==> src/rtl/dm_arbiter.sv <==
// Two-port round-robin arbiter and one-cycle access sequencer for the BIP-2 data memory.
// Port 0 is the CPU data path and port 1 is the program/IO loader. Every access runs IDLE -> ACCESS -> RESP.
module dm_arbiter #(
    parameter int ADDR_W = 11,
    parameter int DATA_W = 11
) (
    input  logic              CLK_i,
    input  logic              RST_i,
    input  logic              REQ0_i,
    input  logic              WE0_i,
    input  logic [ADDR_W-1:0] ADDR0_i,
    input  logic [DATA_W-1:0] WDATA0_i,
    input  logic              REQ1_i,
    input  logic              WE1_i,
    input  logic [ADDR_W-1:0] ADDR1_i,
    input  logic [DATA_W-1:0] WDATA1_i,
    output logic              ACK0_o,
    output logic              ACK1_o,
    output logic [DATA_W-1:0] RDATA0_o,
    output logic [DATA_W-1:0] RDATA1_o,
    output logic              RAM_WR_o,
    output logic [ADDR_W-1:0] RAM_ADDR_o,
    output logic [DATA_W-1:0] RAM_DATA_o,
    input  logic [DATA_W-1:0] RAM_RDATA_i,
    output logic              BUSY_o
);

    // state  | meaning
    // IDLE   | waiting for a request; the only state that samples requester inputs
    // ACCESS | command registers drive the RAM; WR is high for a write
    // RESP   | ACK pulse to the served port; always returns to IDLE
    typedef enum logic [1:0] {
        S_IDLE   = 2'd0,
        S_ACCESS = 2'd1,
        S_RESP   = 2'd2
    } state_t;

    state_t              state_q, state_d;
    logic                last_grant_q, last_grant_d;
    logic                gnt_q, gnt_d;
    logic                we_q, we_d;
    logic [ADDR_W-1:0]   addr_q, addr_d;
    logic [DATA_W-1:0]   wdata_q, wdata_d;
    logic                wr_q, wr_d;
    logic                ack0_q, ack0_d;
    logic                ack1_q, ack1_d;
    logic                busy_q, busy_d;
    logic [DATA_W-1:0]   rdata0_q, rdata0_d;
    logic [DATA_W-1:0]   rdata1_q, rdata1_d;
    logic                win;

    always_comb begin
        state_d      = state_q;
        last_grant_d = last_grant_q;
        gnt_d        = gnt_q;
        we_d         = we_q;
        addr_d       = addr_q;
        wdata_d      = wdata_q;
        wr_d         = 1'b0;
        ack0_d       = 1'b0;
        ack1_d       = 1'b0;
        busy_d       = busy_q;
        rdata0_d     = rdata0_q;
        rdata1_d     = rdata1_q;
        win          = 1'b0;

        case (state_q)
            S_IDLE: begin
                if (REQ0_i || REQ1_i) begin
                    // A tie goes to whichever port was not served last.
                    win          = (REQ0_i && REQ1_i) ? ~last_grant_q : REQ1_i;
                    gnt_d        = win;
                    last_grant_d = win;
                    we_d         = win ? WE1_i    : WE0_i;
                    addr_d       = win ? ADDR1_i  : ADDR0_i;
                    wdata_d      = win ? WDATA1_i : WDATA0_i;
                    wr_d         = win ? WE1_i    : WE0_i;
                    busy_d       = 1'b1;
                    state_d      = S_ACCESS;
                end
            end
            S_ACCESS: begin
                if (!we_q) begin
                    if (gnt_q) rdata1_d = RAM_RDATA_i;
                    else       rdata0_d = RAM_RDATA_i;
                end
                ack0_d  = ~gnt_q;
                ack1_d  = gnt_q;
                state_d = S_RESP;
            end
            S_RESP: begin
                busy_d  = 1'b0;
                state_d = S_IDLE;
            end
            default: begin
                busy_d  = 1'b0;
                state_d = S_IDLE;
            end
        endcase
    end

    always_ff @(posedge CLK_i or posedge RST_i) begin
        if (RST_i) begin
            state_q      <= S_IDLE;
            last_grant_q <= 1'b1;
            gnt_q        <= 1'b0;
            we_q         <= 1'b0;
            addr_q       <= '0;
            wdata_q      <= '0;
            wr_q         <= 1'b0;
            ack0_q       <= 1'b0;
            ack1_q       <= 1'b0;
            busy_q       <= 1'b0;
            rdata0_q     <= '0;
            rdata1_q     <= '0;
        end else begin
            state_q      <= state_d;
            last_grant_q <= last_grant_d;
            gnt_q        <= gnt_d;
            we_q         <= we_d;
            addr_q       <= addr_d;
            wdata_q      <= wdata_d;
            wr_q         <= wr_d;
            ack0_q       <= ack0_d;
            ack1_q       <= ack1_d;
            busy_q       <= busy_d;
            rdata0_q     <= rdata0_d;
            rdata1_q     <= rdata1_d;
        end
    end

    assign ACK0_o     = ack0_q;
    assign ACK1_o     = ack1_q;
    assign RDATA0_o   = rdata0_q;
    assign RDATA1_o   = rdata1_q;
    assign RAM_WR_o   = wr_q;
    assign RAM_ADDR_o = addr_q;
    assign RAM_DATA_o = wdata_q;
    assign BUSY_o     = busy_q;

endmodule

==> config.mk <==
export PLATFORM = sky130hd
export DESIGN_NAME = dm_arbiter
export DESIGN_NICKNAME = d
export VERILOG_FILES = /design/src/rtl/dm_arbiter.sv
export SDC_FILE = /design/constraint.sdc
export NUM_CORES = 1
export LEC_CHECK = 0
export CAP_MARGIN = 20
export CORE_MARGIN = 1.5
export CORE_UTILIZATION = 44
export DETAILED_ROUTE_END_ITERATION = 10
export PLACE_DENSITY = 0.86
export SYNTH_ARGS = -nofsm -noshare
export SYNTH_HDL_FRONTEND = slang
export SYNTH_SLANG_ARGS = --single-unit
export TNS_END_PERCENT = 1
==> constraint.sdc <==
create_clock -name CLK_i -period 2.8 [get_ports CLK_i]
set_input_delay 0.42 -clock CLK_i [delete_from_list [all_inputs] [get_ports CLK_i]]
set_output_delay 0.42 -clock CLK_i [all_outputs]
set_load 0.005 [all_outputs]
## Word level (Yosys, flattened, before mapping)

Cells that the tools add are included.
W data, S select, Z words.

| storage, ports and cells | value |
|---|---|
| flip-flop bits (word level) | 53 |
| output and inout bits | 48 |
| input port bits | 61 |

| cells by class | value |
|---|---|
| mux-type cells | 12 |
| bitwise logic cells | 4 |
| reduce and logical (&&, ||, !) cells | 7 |
| equal/unequal tests | 2 |

Operators with widths:

| cell | number |
|---|---|
| $mux W11 | 2 |
| $mux W1 | 7 |
| $reduce_and A3 Y1 | 2 |
| $not A1 Y1 | 4 |
| $pmux W2 S2 | 1 |
| $reduce_and A2 Y1 | 2 |
| $eq A2 B1 Y1 const B | 1 |
| $logic_not A2 Y1 | 1 |
| $mux W2 | 1 |
| $ne A2 B2 Y1 const B | 1 |
| $pmux W1 S2 | 1 |
| $logic_and A1 B1 Y1 | 1 |
| $logic_or A1 B1 Y1 | 1 |

## Logic depth before layout (Yosys ltp)

Gate-level depths: netlist of the first run.

| depth | value |
|---|---|
| depth after elaboration | 5 |
| mapped depth | 5 |
| mapped depth without buffers | 4 |

## Worst setup path before layout of the first run

OpenSTA, ideal clock, no wires.

| path | value |
|---|---|
| path type | register to register |
| start | reg last_grant_q |
| end | reg addr_q[0] (netlist: RAM_ADDR_o[0]) |
| stages on the path, launching flop included | 6 |
| arrival time | 1.432 ns |
| path buffers | 2 |
| clock period less this slack | 1.557 ns |
| path slack | 1.243 ns |
| path through | dfstp_2 > a21bo_1 > buf_6 > buf_8 > mux2_4 > mux2_2 |

| between the ends | value |
|---|---|
| longest elaborated chain between the ends | 3 |

RTL lines:

| what | RTL line | text |
|---|---|---|
| start, declared | 39 | `logic last_grant_q, last_grant_d;` |
| start signal, assigned | 118 | `last_grant_q <= last_grant_d;` |
| $not A1 Y1 | 71 | `win = (REQ0_i && REQ1_i) ? ~last_grant_q : REQ1_i;` |
| $mux W1 | 71 |  |
| $mux W11 | 75 | `addr_d = win ? ADDR1_i : ADDR0_i;` |
| end signal, assigned | 121 | `addr_q <= addr_d;` |
| end, declared | 42 | `logic [ADDR_W-1:0] addr_q, addr_d;` |

No other way between the ends.
A chain may end at the register's enable or synchronous reset.

## Worst setup path in the final report of the first run

| path | value |
|---|---|
| start | in REQ0_i |
| end | reg addr_q[10] (netlist: RAM_ADDR_o[10]) |

| between the ends | value |
|---|---|
| longest elaborated chain between the ends | 3 |
| elaborated cells on any way between the ends | 5 |
| those cells by class | mux (2); reduce/logical (3) |

RTL lines:

| what | RTL line | text |
|---|---|---|
| start, declared | 9 | `input logic REQ0_i,` |
| $logic_and A1 B1 Y1 | 71 |  |
| $mux W1 | 71 |  |
| $mux W11 | 75 |  |

Several ways; a longest one is shown, not always the timed one.

==> reports/results.md, run 1 <==
| Parameter | Value |
|:---|:---|
| Maximum clock frequency | 0.519 GHz |
| Most common cell after layout, fill and taps aside | sky130_fd_sc_hd__clkdlybuf4s50_1 |
| Share of synthesized area occupied by flip-flops and latches | 57.2% |
| Post-detailed-routing wire length | 4830 um |
| Hold crit path type | flop to flop |
| Required time reported for the critical path endpoint | 2.99 ns |
| Area of the die | 0.00572 mm2 |
| Type of element launching the critical path | input pin |
| Via count of the first global-routing pass | 1630 |
| Highest-count cells in the layout ignoring fill and taps | sky130_fd_sc_hd__clkdlybuf4s50_1, sky130_fd_sc_hd__dfrtp_1, sky130_fd_sc_hd__mux2_2 |
| Count of final setup violators | 0 |
| # placed instances | 322 |
| CP arrival | 2.12 ns |
| Antenna violations before repair | 0 |
| IR Drop Worst-Case VDD | 0.389 mV |
| GR Overflow Total | 0 |
| Final-stage net count | 320 |
| Vert. Die Dim | 75.6 um |
| Setup repair after global routing missed its margin | no |
| Total of max-cap violations | 0 |
| Sequential cell area in the final layout | 0.00133 mm2 |
| Clock Skews | 0.00460 ns |
| Syn. warnings | 0 |
| Global-route wire length before repair | 7370 um |
| Clock tree from TritonCTS | yes |
| Post-synthesis average cell area | 15.8 um2 |
| Pwr Density | 973 mW/mm2 |
| Routed wire length per instance | 14.6 um |
| Pins Over Slew Limit | 0 |
| Number of primary I/O pins | 109 |
| Status | complete, no violations |
| Pin slew with the least headroom to its limit | 0.660 ns |
| Synthesized flop and latch total | 53 |
| Net count after synthesis | 208 |
| Final hold violation count | 0 |
| Sink Count | 53 |
| Final cell count without fillers | 330 |
| Element type at the critical path end | flop |
| Routed Antenna Nets | 0 |
| Port-buffer cells | 108 |
| Maximum fanout along the worst path | 19 |
| Cts repair resizes | 0 |
| Library cell used as clock root buffer | sky130_fd_sc_hd__clkbuf_8 |
| Maximum number of pins on one net before global-route repair | 54 |
| Gpl congestion | 0.691 |
| DPL Wire Length | 3560 um |
| Worst hold slack | 0.509 ns |
| Initial core utilization | 45.4% |
| Placeable core region | 0.00511 mm2 |
| Worst skew pair latency | 0.30 ns |
| Static leakage | 1.56 nW |
| Final-layout fill cell count | 390 |
| Detailed-route via count | 1575 |
| Startpoint-to-endpoint class of the critical path | input pin to flop |
| Sum of negative setup slack | 0 ns |
| Post-CTS setup buffer count | 0 |
| Register clock-pin slew on the reported worst setup and hold paths | 0.09 ns |
| Starting DRT DRC Count | 43 |
| Ratio of cells with drive above 1 in the final layout | 30.8% |
| H-tree depth | 2 |
| CTS hold repair buffers | 0 |
| Initial DRT Pass Iterations | 4 |
| Area occupied by multi-input gates | 913 um2 |
| Aggregate global-route resource usage | 17.1% |
| Post-synthesis cell area | 0.00232 mm2 |
| Core Rows | 26 |
| Netlist cell types | 20 |
| Chip Width | 75.6 um |
| Average via count per standard cell | 4.77 |
| Antenna Diode Count | 0 |
| Synth-to-layout area growth | 54.3% |
| Tcrit/Tclk final | 68.9% |
| Headroom to the max-slew limit | 56.0% |
| Final routed DRC violation total | 0 |
| Max Buffers Root-to-Sink | 2 |
| TritonCTS buffer count | 5 |
| Final min period | 1.93 ns |
| Post-synthesis instance total | 147 |
-- power by group --
part / internal [mW] / switching [mW]
Clock: 0.269 / 0.242
Combinational: 1.12 / 0.500
Sequential: 1.16 / 0.195
-- worst max-delay path: stages --
cell and delay [ns]:
sky130_fd_sc_hd__clkdlybuf4s50_1 0.52, sky130_fd_sc_hd__a21bo_1 0.33, sky130_fd_sc_hd__buf_12 0.24, sky130_fd_sc_hd__mux2_2 0.35
sky130_fd_sc_hd__mux2_2 0.25
-- layer usage --
layer | vias to the layer above | global-route usage [%] | wire [um]
met5 | - | 0 | 0
met4 | 0 | 5.95 | 48
met3 | 5 | 4.63 | 389
met2 | 72 | 30.2 | 2380
met1 | 763 | 20.2 | 2010
li1 | 735 | - | -
-- cells in the mapped netlist --
| master | number | area (um2) |
|---|---|---|
| sky130_fd_sc_hd__inv_1 | 5 | 18.8 |
| sky130_fd_sc_hd__a21oi_1 | 1 | 5.00 |
| sky130_fd_sc_hd__a21o_1 | 1 | 7.51 |
| sky130_fd_sc_hd__dfrtp_1 | 52 | 1300 |
| sky130_fd_sc_hd__dfstp_2 | 1 | 26.3 |
| sky130_fd_sc_hd__a21bo_1 | 1 | 10.0 |
| sky130_fd_sc_hd__mux2_2 | 48 | 541 |
| sky130_fd_sc_hd__buf_8 | 2 | 30.0 |
| sky130_fd_sc_hd__a31oi_1 | 1 | 6.26 |
| sky130_fd_sc_hd__mux2_4 | 18 | 270 |
| sky130_fd_sc_hd__buf_6 | 1 | 11.3 |
| sky130_fd_sc_hd__and2_1 | 1 | 6.26 |
| sky130_fd_sc_hd__and3_1 | 1 | 6.26 |
| sky130_fd_sc_hd__o21ai_2 | 1 | 8.76 |
| sky130_fd_sc_hd__mux2i_1 | 2 | 20.0 |
| sky130_fd_sc_hd__nor2_1 | 3 | 11.3 |
| sky130_fd_sc_hd__o21ai_0 | 1 | 5.00 |
| sky130_fd_sc_hd__buf_2 | 4 | 20.0 |
| sky130_fd_sc_hd__nor3_1 | 2 | 10.0 |
| sky130_fd_sc_hd__nand2b_1 | 1 | 6.26 |
-- sequential cells by signal, summed over array words and instances, names as in the netlist --
signal / flops
gnt_q: 1
RAM_WR_o: 1
ACK0_o: 1
state_q: 2
last_grant_q: 1
RDATA1_o: 11
we_q: 1
BUSY_o: 1
RAM_DATA_o: 11
RDATA0_o: 11
ACK1_o: 1
RAM_ADDR_o: 11
-- layout make-up --
| cell class | count | share of cell area [%] |
|---|---|---|
| Sequential cell | 53 | 37.1 |
| Timing Repair Buffer | 112 | 31.4 |
| Multi-Input combinational cell | 82 | 25.5 |
| Tap cell | 70 | 2.44 |
| Clock buffer | 6 | 2.03 |
| Clock inverter | 2 | 1.08 |
| Inverter | 5 | 0.524 |
-- cell families after synthesis --
logic type	count (synthesis)	share of synthesized area, %
compound gates	6	1.83
buf+inv	12	3.45
flops	53	57.2
mux	68	35.8
simple gates	8	1.73
-- path summary, 6_finish.rpt --
check	end	slack, ns	start	cells after the start
max	RAM_ADDR_o[10]	0.87	REQ0_i	5
min	RDATA0_o[6]	0.51	RDATA0_o[6]	1
max reg2reg	RAM_ADDR_o[10]	0.99	last_grant_q	4
min reg2reg	RDATA0_o[6]	0.51	RDATA0_o[6]	1
max in group asynchronous	RAM_DATA_o[4]	1.74	RST_i	3
min in group asynchronous	RDATA1_o[8]	0.62	RST_i	3
-- stage by stage --
stage / setup slack [ns] / area (um2) / power, mW / utilization (%)
3_5_place_dp: 0.527 / 3470 / 3.02 / 68.0
3_3_place_gp: 0.581 / 3470 / 2.96 / 68.0
6_report: 0.872 / 3580 / 3.48 / 70.1
2_1_floorplan: 1.10 / 2320 / 2.09 / -
4_1_cts: 0.865 / 3580 / 3.53 / 70.1
5_1_grt: 0.797 / 3580 / 3.71 / 70.1
(Power assumes the default switching activity.)
==> run 2: changes to the inputs <==
- CORE_UTILIZATION: 44 -> 41
- PLACE_DENSITY: 0.86 -> 0.81
- clock period: 2.8 -> 1.9 ns (I/O delays scaled with it)
==> run 2 against run 1 <==
Core utilization shrank 3.6 points. Count of clock-buffer cells in the layout shrank 1. Via count grew 1.1%. Worst hold slack lost 0.15 ns. Die area grew 7.0%. Cell count grew 1.8%. First-iteration DRC count grew 2.3%. Combinational power grew 51%. Sequential power grew 47%. Critical path depth shrank 1. Flip-flop and latch count is the same.
==> reports/results.md, run 2 (synthesis results as in run 1) <==
| Parameter | Value | Delta |
|:---|:---|:---|
| Detailed-route via count | 1593 | was 1575 |
| Final min period | 1.63 ns |  |
| CTS hold repair buffers | 0 | unchanged |
| TritonCTS buffer count | 5 | unchanged |
| Maximum number of pins on one net before global-route repair | 54 | unchanged |
| Total of max-cap violations | 0 | unchanged |
| Cell with the largest stage delay on the worst path | sky130_fd_sc_hd__dfstp_2 | was sky130_fd_sc_hd__clkdlybuf4s50_1 |
| Core Rows | 27 | was 26 |
| Maximum fanout along the worst path | 19 | unchanged |
| Routed Antenna Nets | 0 | unchanged |
| CP top delay family | multiplexers | was buffers and inverters |
| Post-detailed-routing wire length | 4630 um | was 4830 um |
| Startpoint of the worst register-to-register path | last_grant_q | unchanged |
| GR Overflow Total | 0 | unchanged |
| Final-layout fill cell count | 450 | was 390 |
| Vert. Die Dim | 78.2 um | was 75.6 um |
| Placeable core region | 0.00547 mm2 | was 0.00511 mm2 |
| H-tree depth | 2 | unchanged |
| Number of primary I/O pins | 109 | unchanged |
| Gpl congestion | 0.686 | was 0.691 |
| Sum of negative setup slack | 0 ns | unchanged |
| Final-stage net count | 325 | was 320 |
| Type of element launching the critical path | flop | was input pin |
| Max Buffers Root-to-Sink | 2 | unchanged |
| Post-CTS setup buffer count | 0 | unchanged |
| Cts repair resizes | 0 | unchanged |
| Antenna Diode Count | 0 | unchanged |
| Worst skew pair latency | 0.29 ns | was 0.30 ns |
| Pins Over Slew Limit | 0 | unchanged |
| Headroom to the max-slew limit | 81.5% | was 56.0% |
| Element type at the critical path end | flop | unchanged |
| Area after DPL | 0.00354 mm2 | was 0.00347 mm2 |
| Hold crit path type | input pin to async pin | was flop to flop |
| Chip Width | 78.2 um | was 75.6 um |
| Sink Count | 53 | unchanged |
| Via count of the first global-routing pass | 1619 | was 1630 |
| Final routed DRC violation total | 0 | unchanged |
| Cell area after layout | 0.00364 mm2 | was 0.00358 mm2 |
| DPL Wire Length | 3430 um | was 3560 um |
| Required time reported for the critical path endpoint | 2.08 ns | was 2.99 ns |
| Startpoint-to-endpoint class of the critical path | flop to flop | was input pin to flop |
| Static leakage | 1.59 nW | was 1.56 nW |
| Register clock-pin slew on the reported worst setup and hold paths | 0.09 ns | about the same |
| Final hold violation count | 0 | unchanged |
| Setup repair after global routing missed its margin | no | unchanged |
| Most common cell after layout, fill and taps aside | sky130_fd_sc_hd__clkdlybuf4s50_1 | unchanged |
| Average via count per standard cell | 4.74 | was 4.77 |
| Library cell used as clock root buffer | sky130_fd_sc_hd__clkbuf_8 | unchanged |
| Initial core utilization | 42.4% | was 45.4% |
| Pwr Density | 1420 mW/mm2 | was 973 mW/mm2 |
| Routed wire length per instance | 13.8 um | was 14.6 um |
| Critical path origin | last_grant_q | was REQ0_i |
| Most common cell type on the critical path | sky130_fd_sc_hd__mux2_2 | unchanged |
| CP arrival | 1.81 ns | was 2.12 ns |
| Slowest cell delay on critical path | 0.55 ns | was 0.52 ns |
| Buffers and inverters on the worst path | 1 | was 2 |
| Count of final setup violators | 0 | unchanged |
| Maximum clock frequency | 0.614 GHz |  |
| Ordered list of cells on the worst path | a21bo_1 > buf_12 > mux2_2 > mux2_2 | was clkdlybuf4s50_1 > a21bo_1 > buf_12 > mux2_2 > mux2_2 |
| Clock Skews | 0.00843 ns | was 0.00460 ns |
| Ratio of cells with drive above 1 in the final layout | 32.2% | was 30.8% |
| Starting DRT DRC Count | 44 | was 43 |
| Antenna violations before repair | 0 | unchanged |
| Synth-to-layout area growth | 56.8% | was 54.3% |
| IR Drop Worst-Case VDD | 0.629 mV | was 0.389 mV |
| Worst setup margin | 0.270 ns | was 0.872 ns |
| Initial DRT Pass Iterations | 4 | unchanged |
| Status | complete, no violations | unchanged |
| Global-route wire length before repair | 7510 um | was 7370 um |
| Area of the die | 0.00612 mm2 | was 0.00572 mm2 |
| Tcrit/Tclk final | 85.8% |  |
| Worst setup slack after placement | 0.00665 ns | was 0.527 ns |
| Pin slew with the least headroom to its limit | 0.277 ns | was 0.660 ns |
| Aggregate global-route resource usage | 15.5% | was 17.1% |
| Port-buffer cells | 108 | unchanged |
| Highest-count cells in the layout ignoring fill and taps | sky130_fd_sc_hd__clkdlybuf4s50_1, sky130_fd_sc_hd__dfrtp_1, sky130_fd_sc_hd__mux2_2 | unchanged |
| Clock tree from TritonCTS | yes | unchanged |
-- run 2: changes by cell type in the layout (fill, tap and decap cells not counted) --
cell                       previous run  this run
sky130_fd_sc_hd__clkinv_2             0         1
sky130_fd_sc_hd__buf_4                3         6
sky130_fd_sc_hd__clkinv_4             1         0
sky130_fd_sc_hd__clkbuf_1             1         0
sky130_fd_sc_hd__buf_12               1         3
-- run 2: stage by stage --
stage	cells	util (%)	power, mW	hold slack [ns]
global placement	329	64.6	4.43	0.481
finish	336	66.5	5.15	0.355
detailed placement	329	64.6	4.50	0.492
CTS	336	66.5	5.24	0.357
global route	336	66.5	5.49	0.382
floorplan	147	-	3.08	0.355
-- run 2: worst min-delay path: stages --
cell	delay [ns]
sky130_fd_sc_hd__clkdlybuf4s50_1	0.42
sky130_fd_sc_hd__inv_2	0.07
sky130_fd_sc_hd__buf_12	0.26
-- run 2: final timing paths --
kind / end / slack [ns] / cells after the start
min in group CLK_i: ACK0_o / 0.50 / 1
max in group asynchronous: last_grant_q / 1.26 / 3
min: RDATA0_o[10] / 0.35 / 3
max reg2reg: RAM_ADDR_o[2] / 0.27 / 4
max: RAM_ADDR_o[2] / 0.27 / 4
min reg2reg: ACK0_o / 0.50 / 1
-- run 2: area by class of cell --
cell class | instances | area (um2) | area share (%)
clock buffer | 5 | 68.8 | 1.89
clock inverter | 2 | 35.0 | 0.963
inverter | 5 | 18.8 | 0.516
multi-input combinational | 82 | 913 | 25.1
sequential | 53 | 1330 | 36.5
tap | 72 | 90.1 | 2.48
timing repair buffer | 117 | 1190 | 32.6
-- run 2: power by group --
group	switching [mW]	internal, mW
clock network	0.338	0.383
logic	0.735	1.71
registers	0.280	1.70
-- run 2: layer usage --
metal,global-route usage (%),routed length [um]
met1,19.0,1970
met2,27.5,2300
met3,3.72,316
met4,3.75,34
met5,0,0
